===== src/rtl/vga_sched_pkg.sv =====
// Shared types for the VGA SRAM scheduler: fetch FSM states, grant encoding, SRAM timing.
package vga_sched_pkg;

  typedef enum logic [0:0] {
    F_IDLE  = 1'b0,
    F_FETCH = 1'b1
  } fetch_state_e;

  typedef enum logic [1:0] {
    G_NONE = 2'd0,
    G_DISP = 2'd1,
    G_CPU  = 2'd2
  } grant_e;

  localparam int SRAM_RD_LAT = 1;

endpackage


===== src/rtl/vga_sched_fifo.sv =====
// Show-ahead display prefetch FIFO; head word is registered so it holds across empty pops.
// Flush has priority over push and pop in the same cycle.
module vga_sched_fifo #(
  parameter int DEPTH = 4,
  parameter int CNT_W = $clog2(DEPTH) + 1
) (
  input  logic             clk_i,
  input  logic             rst_ni,
  input  logic             flush_i,
  input  logic             push_i,
  input  logic [15:0]      push_dat_i,
  input  logic             pop_i,
  output logic [15:0]      dat_o,
  output logic             empty_o,
  output logic [CNT_W-1:0] count_o
);
  localparam int AW = $clog2(DEPTH);

  logic [15:0]      mem_q [DEPTH];
  logic [AW-1:0]    rd_ptr_q, rd_ptr_d, wr_ptr_q, wr_ptr_d;
  logic [CNT_W-1:0] cnt_q, cnt_d, cnt_after_pop;
  logic [15:0]      head_q, head_d;
  logic             do_pop;

  assign do_pop = pop_i && (cnt_q != '0);

  always_comb begin
    rd_ptr_d      = rd_ptr_q;
    wr_ptr_d      = wr_ptr_q;
    cnt_d         = cnt_q;
    head_d        = head_q;
    cnt_after_pop = cnt_q - CNT_W'(do_pop);
    if (flush_i) begin
      rd_ptr_d = '0;
      wr_ptr_d = '0;
      cnt_d    = '0;
    end else begin
      if (do_pop) rd_ptr_d = rd_ptr_q + AW'(1);
      if (push_i) wr_ptr_d = wr_ptr_q + AW'(1);
      cnt_d = cnt_after_pop + CNT_W'(push_i);
      // An entry left after the pop is already in memory; otherwise the push becomes head.
      if (cnt_after_pop != '0) begin
        head_d = mem_q[rd_ptr_d];
      end else if (push_i) begin
        head_d = push_dat_i;
      end
    end
  end

  always_ff @(posedge clk_i) begin
    if (!rst_ni) begin
      rd_ptr_q <= '0;
      wr_ptr_q <= '0;
      cnt_q    <= '0;
      head_q   <= '0;
    end else begin
      rd_ptr_q <= rd_ptr_d;
      wr_ptr_q <= wr_ptr_d;
      cnt_q    <= cnt_d;
      head_q   <= head_d;
    end
  end

  always_ff @(posedge clk_i) begin
    if (push_i && !flush_i) mem_q[wr_ptr_q] <= push_dat_i;
  end

  assign dat_o   = head_q;
  assign empty_o = (cnt_q == '0);
  assign count_o = cnt_q;

endmodule


===== src/rtl/vga_sram_sched.sv =====
// Shares one 16-bit synchronous SRAM between Wishbone CPU accesses and CRT line prefetch;
// display wins by default, a starvation counter bounds CPU latency.
module vga_sram_sched
  import vga_sched_pkg::*;
#(
  parameter int FIFO_DEPTH = 4,
  parameter int STARVE_MAX = 8
) (
  input  logic        wb_clk_i,
  input  logic        wb_rst_i,
  input  logic [17:1] wb_adr_i,
  input  logic [1:0]  wb_sel_i,
  input  logic        wb_we_i,
  input  logic [15:0] wb_dat_i,
  input  logic        wb_stb_i,
  output logic [15:0] wb_dat_o,
  output logic        wb_ack_o,
  input  logic        disp_start_i,
  input  logic [17:1] disp_adr_i,
  input  logic [7:0]  disp_words_i,
  input  logic        disp_rd_i,
  output logic [15:0] disp_dat_o,
  output logic        disp_empty_o,
  output logic        disp_underrun_o,
  output logic [17:1] sram_adr_o,
  output logic [1:0]  sram_sel_o,
  output logic        sram_we_o,
  output logic [15:0] sram_dat_o,
  input  logic [15:0] sram_dat_i
);
  localparam int CNT_W = $clog2(FIFO_DEPTH) + 1;
  localparam int OCC_W = CNT_W + 1;
  localparam int LAT   = SRAM_RD_LAT;

  fetch_state_e     fsm_q, fsm_d;
  logic [7:0]       remaining_q, remaining_d;
  logic [17:1]      fetch_adr_q, fetch_adr_d;
  logic [7:0]       starve_q, starve_d;
  logic [LAT-1:0]   disp_vld_q, disp_stale_q, cpu_vld_q, cpu_rd_q;
  logic             underrun_q;
  logic [17:1]      sram_adr_q;
  logic [1:0]       sram_sel_q;
  logic             sram_we_q;
  logic [15:0]      sram_dat_q;

  grant_e           gnt;
  logic [CNT_W-1:0] fifo_cnt;
  logic [OCC_W-1:0] occ;
  logic             fifo_empty, fifo_push, fifo_pop;
  logic             disp_elig, cpu_elig, starved;

  // In-flight display reads consume credits just like FIFO entries.
  assign occ       = OCC_W'(fifo_cnt) + OCC_W'($countones(disp_vld_q));
  assign disp_elig = (fsm_q == F_FETCH) && (remaining_q != 8'd0) && (occ < OCC_W'(FIFO_DEPTH));
  assign cpu_elig  = wb_stb_i && !(|cpu_vld_q);
  assign starved   = (starve_q == 8'(STARVE_MAX));

  always_comb begin
    gnt = G_NONE;
    if (disp_elig && !(cpu_elig && starved)) begin
      gnt = G_DISP;
    end else if (cpu_elig) begin
      gnt = G_CPU;
    end
  end

  always_comb begin
    fsm_d       = fsm_q;
    remaining_d = remaining_q;
    fetch_adr_d = fetch_adr_q;
    if (gnt == G_DISP) begin
      fetch_adr_d = fetch_adr_q + 17'd1;
      remaining_d = remaining_q - 8'd1;
      if (remaining_q == 8'd1) fsm_d = F_IDLE;
    end
    if (disp_start_i) begin
      fetch_adr_d = disp_adr_i;
      remaining_d = disp_words_i;
      if (disp_words_i != 8'd0) begin
        fsm_d = F_FETCH;
      end else begin
        fsm_d = F_IDLE;
      end
    end
  end

  always_comb begin
    starve_d = starve_q;
    if (!wb_stb_i || (gnt == G_CPU)) begin
      starve_d = 8'd0;
    end else if ((gnt == G_DISP) && cpu_elig && !starved) begin
      starve_d = starve_q + 8'd1;
    end
  end

  assign fifo_push = disp_vld_q[LAT-1] && !disp_stale_q[LAT-1];
  assign fifo_pop  = disp_rd_i && !fifo_empty;

  always_ff @(posedge wb_clk_i) begin
    if (!wb_rst_i) begin
      fsm_q        <= F_IDLE;
      remaining_q  <= 8'd0;
      fetch_adr_q  <= '0;
      starve_q     <= 8'd0;
      disp_vld_q   <= '0;
      disp_stale_q <= '0;
      cpu_vld_q    <= '0;
      cpu_rd_q     <= '0;
      underrun_q   <= 1'b0;
      sram_adr_q   <= '0;
      sram_sel_q   <= 2'b00;
      sram_we_q    <= 1'b0;
      sram_dat_q   <= 16'h0000;
    end else begin
      fsm_q        <= fsm_d;
      remaining_q  <= remaining_d;
      fetch_adr_q  <= fetch_adr_d;
      starve_q     <= starve_d;
      // A line start poisons everything already issued, including this cycle's grant.
      disp_vld_q   <= LAT'({disp_vld_q, gnt == G_DISP});
      disp_stale_q <= LAT'({disp_stale_q | {LAT{disp_start_i}}, disp_start_i});
      cpu_vld_q    <= LAT'({cpu_vld_q, gnt == G_CPU});
      cpu_rd_q     <= LAT'({cpu_rd_q, (gnt == G_CPU) && !wb_we_i});
      if (disp_start_i) begin
        underrun_q <= 1'b0;
      end else if (disp_rd_i && fifo_empty) begin
        underrun_q <= 1'b1;
      end
      case (gnt)
        G_CPU: begin
          sram_adr_q <= wb_adr_i;
          sram_sel_q <= wb_sel_i;
          sram_we_q  <= wb_we_i;
          sram_dat_q <= wb_dat_i;
        end
        G_DISP: begin
          sram_adr_q <= fetch_adr_q;
          sram_sel_q <= 2'b11;
          sram_we_q  <= 1'b0;
        end
        default: sram_we_q <= 1'b0;
      endcase
    end
  end

  vga_sched_fifo #(
    .DEPTH (FIFO_DEPTH),
    .CNT_W (CNT_W)
  ) u_fifo (
    .clk_i      (wb_clk_i),
    .rst_ni     (wb_rst_i),
    .flush_i    (disp_start_i),
    .push_i     (fifo_push),
    .push_dat_i (sram_dat_i),
    .pop_i      (fifo_pop),
    .dat_o      (disp_dat_o),
    .empty_o    (fifo_empty),
    .count_o    (fifo_cnt)
  );

  assign wb_ack_o        = cpu_vld_q[LAT-1];
  assign wb_dat_o        = cpu_rd_q[LAT-1] ? sram_dat_i : 16'h0000;
  assign disp_empty_o    = fifo_empty;
  assign disp_underrun_o = underrun_q;
  assign sram_adr_o      = sram_adr_q;
  assign sram_sel_o      = sram_sel_q;
  assign sram_we_o       = sram_we_q;
  assign sram_dat_o      = sram_dat_q;

endmodule


===== config.mk =====
export PLATFORM = sky130hd
export DESIGN_NAME = vga_sram_sched
export DESIGN_NICKNAME = d
export VERILOG_FILES = /design/src/rtl/vga_sched_pkg.sv /design/src/rtl/vga_sched_fifo.sv /design/src/rtl/vga_sram_sched.sv
export SDC_FILE = /design/constraint.sdc
export NUM_CORES = 1
export LEC_CHECK = 0
export CELL_PAD_IN_SITES_DETAIL_PLACEMENT = 2
export CELL_PAD_IN_SITES_GLOBAL_PLACEMENT = 2
export CORE_MARGIN = 2
export CORE_UTILIZATION = 36
export CTS_CLUSTER_DIAMETER = 30
export DETAILED_ROUTE_END_ITERATION = 16
export GPL_TIMING_DRIVEN = 0
export PLACE_DENSITY = 0.93
export SYNTH_ARGS = -nofsm -noshare
export SYNTH_HDL_FRONTEND = slang
export SYNTH_SLANG_ARGS = --single-unit
export TNS_END_PERCENT = 100

===== constraint.sdc =====
create_clock -name wb_clk_i -period 4.4 [get_ports wb_clk_i]
set_input_delay 0.44 -clock wb_clk_i [delete_from_list [all_inputs] [get_ports wb_clk_i]]
set_output_delay 0.44 -clock wb_clk_i [all_outputs]
set_load 0.01 [all_outputs]

==> run metrics, run 1 <==
final instance count without filler cells approximately 1100; largest net degree at the start of global routing 17; antenna violations before repair 0; H-tree Lvls 4; XOR/XNOR Fraction of Synth Area 0.0377; crit path kind reg2reg; fin crit share 0.742; post_cts resized 0; GRT overflow 0; initial DRC count 218; Syn Nets around 730; mux share of post-synthesis cell area 0.0971; post-synthesis simple-gate area fraction 0.141; average wire per standard cell about 24 um; clk_lat worst skew between 0.4 and 0.5 ns; Peak VDD IR 0.283 mV; Setup crit start kind flop; CP peak stage delay roughly 0.4 ns; commonest cells in the netlist 98 x dfxtp_1, 69 x mux2i_1, 64 x edfxtp_1, 47 x o21ai_0, 39 x nand2_1; sequential cell area 3880 um2; Core Rows 51; Routed Antenna Nets 0; FILL cells 1992; adder-cell share of the synthesized area 0.0242; status complete, no violations; Seq/Total Area, Yosys 0.537; Via density 5.43; Final Max Slew Viols 0; Root Buffer Master clkbuf_16; asr flop ratio synth 0; CTS buffer count 17; hold buffers post-CTS 0; core box area around 20000 um2; first-pass GRT wire length 40.8 mm; Leak just under 4 nW; WP buf/inv 3; final wirelength 26.2 mm; nets ~900; area of the die ~21000 um2; Chip Width 146 um; slowest stage cell, crit path o31ai_4; Hold Path Class in2reg; CP Data Arrival Time approximately 3.6 ns; Clock Pin Slew Worst Setup and Hold Paths 0.07 ns; Die Y 146 um; share of layout cells above drive strength 1 0.0831; vias in the first global route just under 7000; crit-path cells o31ai_4, inv_1, ha_1, ha_1, xnor2_1, and3_1, buf_2, clkbuf_1, o21ai_0, and3_1, a211oi_2; setup tns final 0 ns; CP top delay family buffers and inverters; post-synthesis cell area 7230 um2; main area contributors after synthesis dfxtp_1 27%, edfxtp_1 27%, mux2i_1 9.6%; dpl cells 1051; PD cells 397 nW/um2; area of the multi-input gates 3090 um2; Placer Congestion approximately 0.8; Area Growth Syn to Fin 33.7%; MaxCap Viol Count 0; post-synthesis cell count 635; Worst Skew approximately 0.015 ns; Yosys top cell area share 0.271; drt pass-1 iters 4; Most used DFF post-synth dfxtp_1; CTS tree yes; post-synthesis register bit count between 150 and 200; DRC viols 0; RSZ-0062 raised after global routing no; syn_area_per_cell roughly 11 um2; # setup viols final 0; most frequent cell after synthesis dfxtp_1; Hold Violations, Final 0; gr usage total 0.252; worst path required time around 4.8 ns; Detail Placement HPWL 18.1 mm; combinational family with the most area after synthesis simple AND/OR/NAND/NOR gates; Longest Clk Path Bufs 2; # diodes 0; Critical Path Fanout Max 10; Tmin final 3.26 ns; top-level port count around 150; Setup Buffers After CTS 0; slew margin rel. 0.291; Sink Count around 160; Synth Area in Compound Gates 0.128; Synth area leader dfxtp_1; number of flops mapped to enable cells by yosys 64; CP Capture Type flop; Initial Util 0.369; Worst Tran Pin Value between 1 and 1.5 ns; via count between 5000 and 6000; Max Freq about 0.31 GHz; warnings from Yosys 0; Yosys cell types 51; port bufs 151
state kept, by name (all words and copies together), names as in the netlist:
register,count
u_fifo.mem_q,64
fetch_adr_q,17
sram_adr_o,17
sram_dat_o,16
u_fifo.dat_o,16
remaining_q,8
starve_q,8
u_fifo.count_o,3
sram_sel_o,2
u_fifo.rd_ptr_q,2
u_fifo.wr_ptr_q,2
cpu_rd_q,1
disp_stale_q,1
disp_underrun_o,1
disp_vld_q,1
fsm_q,1
sram_we_o,1
wb_ack_o,1
placed cells by master, fill, tap and decap left out, types with 3 or more instances in the layout:
cell type,netlist,layout
buf_6,3,3
or3_1,5,5
dfxtp_1,98,98
a31oi_1,5,5
edfxtp_1,64,64
and3_1,24,24
nor2b_1,19,19
inv_6,0,5
a21oi_1,10,10
clkinvlp_4,0,3
ha_1,14,14
nand3_1,12,12
a211oi_2,12,12
nand4_1,15,15
o221ai_1,16,16
xnor2_1,7,7
clkdlybuf4s50_1,0,151
a21boi_0,3,3
nor2_1,22,22
a211oi_1,4,4
and2_1,30,30
o21ai_0,47,47
buf_4,4,4
inv_1,16,16
nor4_1,4,4
xor2_1,21,21
clkbuf_16,0,17
mux2i_1,69,69
o211a_1,16,16
nand2_1,39,39
clkbuf_1,21,21
buf_2,9,9
final cells by class:
| type | instances | area share |
|---|---|---|
| clock inverter | 15 | 0.0172 |
| buffer | 39 | 0.0202 |
| inverter | 16 | 0.00621 |
| multi-input combinational | 418 | 0.320 |
| timing repair buffer | 151 | 0.156 |
| sequential | 162 | 0.402 |
| tap | 265 | 0.0343 |
| clock buffer | 17 | 0.0440 |
path summary, 6_finish.rpt:
path / startpoint / to / slack, ns / cells after the start
worst max-delay path: u_fifo.count_o[0] / u_fifo.dat_o[14] / 1.14 / 11
worst min-delay path: wb_rst_i / wb_ack_o / 0.53 / 2
worst max register to register: u_fifo.count_o[0] / u_fifo.dat_o[14] / 1.14 / 11
worst min register to register: sram_dat_o[10] / sram_dat_o[10] / 0.53 / 2
layer usage:
layer / vias to the layer above / global-route usage / routed length [um]
li1: 2666 / - / -
met1: 2991 / 0.278 / 10200
met2: 179 / 0.475 / 14200
met3: 44 / 0.0614 / 1210
met4: 0 / 0.0745 / 550
met5: - / 0 / 0
power breakdown:
group / leakage (nW) / internal, mW / switching (mW)
Clock: 0.283 / 0.850 / 0.689
Sequential: 1.38 / 1.63 / 0.0637
Combinational: 2.18 / 0.295 / 0.309
Total: 3.85 / 2.78 / 1.06
kinds of logic (layout without fill, tap and decap cells):
| kind of cell | after synthesis | after routing |
|---|---|---|
| AND/OR/NAND/NOR | 183 | 183 |
| flip-flops | 162 | 162 |
| AO/OA/AOI/OAI | 122 | 122 |
| multiplexers | 70 | 70 |
| buffers and inverters | 55 | 238 |
| XOR/XNOR | 29 | 29 |
| adder cells (fa/ha/maj) | 14 | 14 |
metrics by stage:
stage	area [um2]	hold WS [ns]	setup slack, ns	total power, mW	util
after floorplan	7230	0.470	1.99	2.00	-
after global placement	9070	0.492	1.12	2.28	0.463
after detailed placement	9070	0.511	0.831	2.32	0.463
after CTS	9670	0.529	1.14	3.86	0.493
after global routing	9670	0.554	0.929	3.98	0.493
final	9670	0.525	1.14	3.84	0.493
(Power assumes the default switching activity.)
==> run 2, diff against run 1 <==
--- a/config.mk
+++ b/config.mk
@@ -8,11 +8,11 @@
 export CELL_PAD_IN_SITES_DETAIL_PLACEMENT = 2
 export CELL_PAD_IN_SITES_GLOBAL_PLACEMENT = 2
 export CORE_MARGIN = 2
-export CORE_UTILIZATION = 36
+export CORE_UTILIZATION = 33
 export CTS_CLUSTER_DIAMETER = 30
 export DETAILED_ROUTE_END_ITERATION = 16
 export GPL_TIMING_DRIVEN = 0
-export PLACE_DENSITY = 0.93
+export PLACE_DENSITY = 0.87
 export SYNTH_ARGS = -nofsm -noshare
 export SYNTH_HDL_FRONTEND = slang
 export SYNTH_SLANG_ARGS = --single-unit
==> constraint.sdc (replaced) <==
create_clock -name wb_clk_i -period 3.25 [get_ports wb_clk_i]
set_input_delay 0.325 -clock wb_clk_i [delete_from_list [all_inputs] [get_ports wb_clk_i]]
set_output_delay 0.325 -clock wb_clk_i [all_outputs]
set_load 0.01 [all_outputs]
==> run metrics, run 2 (synthesis results as in run 1) <==
status complete, no violations; drt pass-1 iters 4; Core Rows 54; Top reg by flops u_fifo.mem_q; Tmin final around 3.0 ns; Initial Util 0.333; first-pass GRT wire length 37.2 mm; area of the die roughly 23000 um2; MaxCap Viol Count 0; Setup crit start kind flop; FILL cells between 2000 and 2500; top-level port count ~150; Clock Pin Slew Worst Setup and Hold Paths 0.07 ns; slowest stage cell, crit path o31ai_4; Worst Skew about 0.015 ns; final instance count without filler cells 1099; Routed Antenna Nets 0; worst path required time about 3.6 ns; Setup Buffers After CTS 0; CP peak stage delay approximately 0.37 ns; core box area between 20000 and 25000 um2; dpl cells between 1000 and 1500; Worst Hold Launch wb_rst_i; antenna violations before repair 2; CTS tree yes; largest net degree at the start of global routing 19; Root Buffer Master clkbuf_16; crit path kind reg2reg; Chip Width ~150 um; via count around 6000; Final Max Slew Viols 0; Via density around 5.3; Hold Violations, Final 0; crit-path cells o31ai_4, inv_1, ha_1, ha_1, xnor2_1, and3_1, buf_2, clkbuf_1, o21ai_0, and3_1, a211oi_2; Reg2Reg Setup Slack 0.29 ns; Detail Placement HPWL roughly 16 mm; hold buffers post-CTS 0; fin crit share 0.910; max reg flops between 60 and 70; Peak VDD IR between 0.3 and 0.4 mV; Worst Tran Pin Value a little under 1 ns; gr usage total 0.204; CTS buffer count 17; setup tns final 0 ns; Critical Path Fanout Max 10; Max Freq around 0.34 GHz; GRT overflow 0; CP Capture Type flop; share of layout cells above drive strength 1 0.0844; reg2reg path depth 11; post_cts resized 0; average wire per standard cell 21.1 um; H-tree Lvls 4; Die Y around 150 um; Sink Count between 150 and 200; port bufs 151; DRC viols 0; commonest non-fill, non-tap cell in the layout clkdlybuf4s50_1; Hold Path Class in2reg; clk_lat worst skew 0.44 ns; initial DRC count ~260; Hold Crit Depth 2; CP Data Arrival Time 3.32 ns; # setup viols final 0; PD cells between 500 and 600 nW/um2; commonest cells after routing, fill and taps aside 151 x clkdlybuf4s50_1, 98 x dfxtp_1, 69 x mux2i_1; Longest Clk Path Bufs 2; Area Growth Syn to Fin 34.3%; Worst Hold Endpoint wb_ack_o; Placer Congestion 0.763; reg2reg start u_fifo.count_o[0]; vias in the first global route 6539; nets 901; slew margin rel. 0.349; RSZ-0062 raised after global routing no; r2r endpoint u_fifo.dat_o[5]; final wirelength roughly 23 mm; Leak approximately 3.9 nW
==> run 2: layer usage <==
metal | share of wire | GRT usage | wire (um) | vias to the layer above
li1 | - | - | - | 2672
met1 | 0.41 | 0.240 | 9540 | 2946
met2 | 0.52 | 0.364 | 11900 | 182
met3 | 0.058 | 0.0536 | 1340 | 27
met4 | 0.015 | 0.0614 | 357 | 0
met5 | 0 | 0 | 0 | -
==> run 2: worst max-delay path, delay by kind of cell, from the launching register on <==
kind	cells	cell delay [ns]
AO/OA/AOI/OAI	3	0.77
XOR/XNOR	1	0.23
adder cells (fa/ha/maj)	2	0.39
buffers and inverters	3	0.69
flip-flops	1	0.36
AND/OR/NAND/NOR	2	0.43
==> run 2: worst max path at each step <==
| stage | startpoint | to | slack (ns) |
|---|---|---|---|
| final | u_fifo.count_o[0] | u_fifo.dat_o[5] | 0.29 |
| after global routing | u_fifo.count_o[0] | u_fifo.dat_o[11] | 0.1 |
| after CTS | u_fifo.count_o[0] | u_fifo.dat_o[5] | 0.28 |
| after detailed placement | disp_rd_i | u_fifo.dat_o[9] | 0.02 |
| after global placement | disp_rd_i | u_fifo.dat_o[8] | 0.09 |
| after floorplan | u_fifo.count_o[0] | u_fifo.dat_o[10] | 0.84 |
==> run 2: stage by stage <==
stage          utilization  hold WS (ns)  total power [mW]  setup slack (ns)  area [um2]
2_1_floorplan            -         0.397              2.71             0.844        7230
3_3_place_gp         0.419         0.457              3.09            0.0892        9090
3_5_place_dp         0.419         0.473              3.13            0.0236        9090
4_1_cts              0.448         0.390              5.24             0.276        9710
5_1_grt              0.448         0.425              5.40            0.0981        9710
6_report             0.448         0.392              5.20             0.292        9710
==> run 2: where the power goes <==
| part | internal, mW | switching, mW |
|---|---|---|
| sequential | 2.21 | 0.0828 |
| clock | 1.11 | 0.989 |
| combinational | 0.400 | 0.399 |
==> run 2: area by class of cell <==
cell class,instances,area (um2),share of cell area
timing repair buffer,151,1510,0.156
inverter,16,60.1,0.00618
buffer,39,195,0.0201
sequential,162,3880,0.400
clock buffer,17,425,0.0438
clock inverter,15,189,0.0195
tap,280,350,0.0361
multi-input combinational,418,3090,0.319
antenna,1,2.50,0.000258
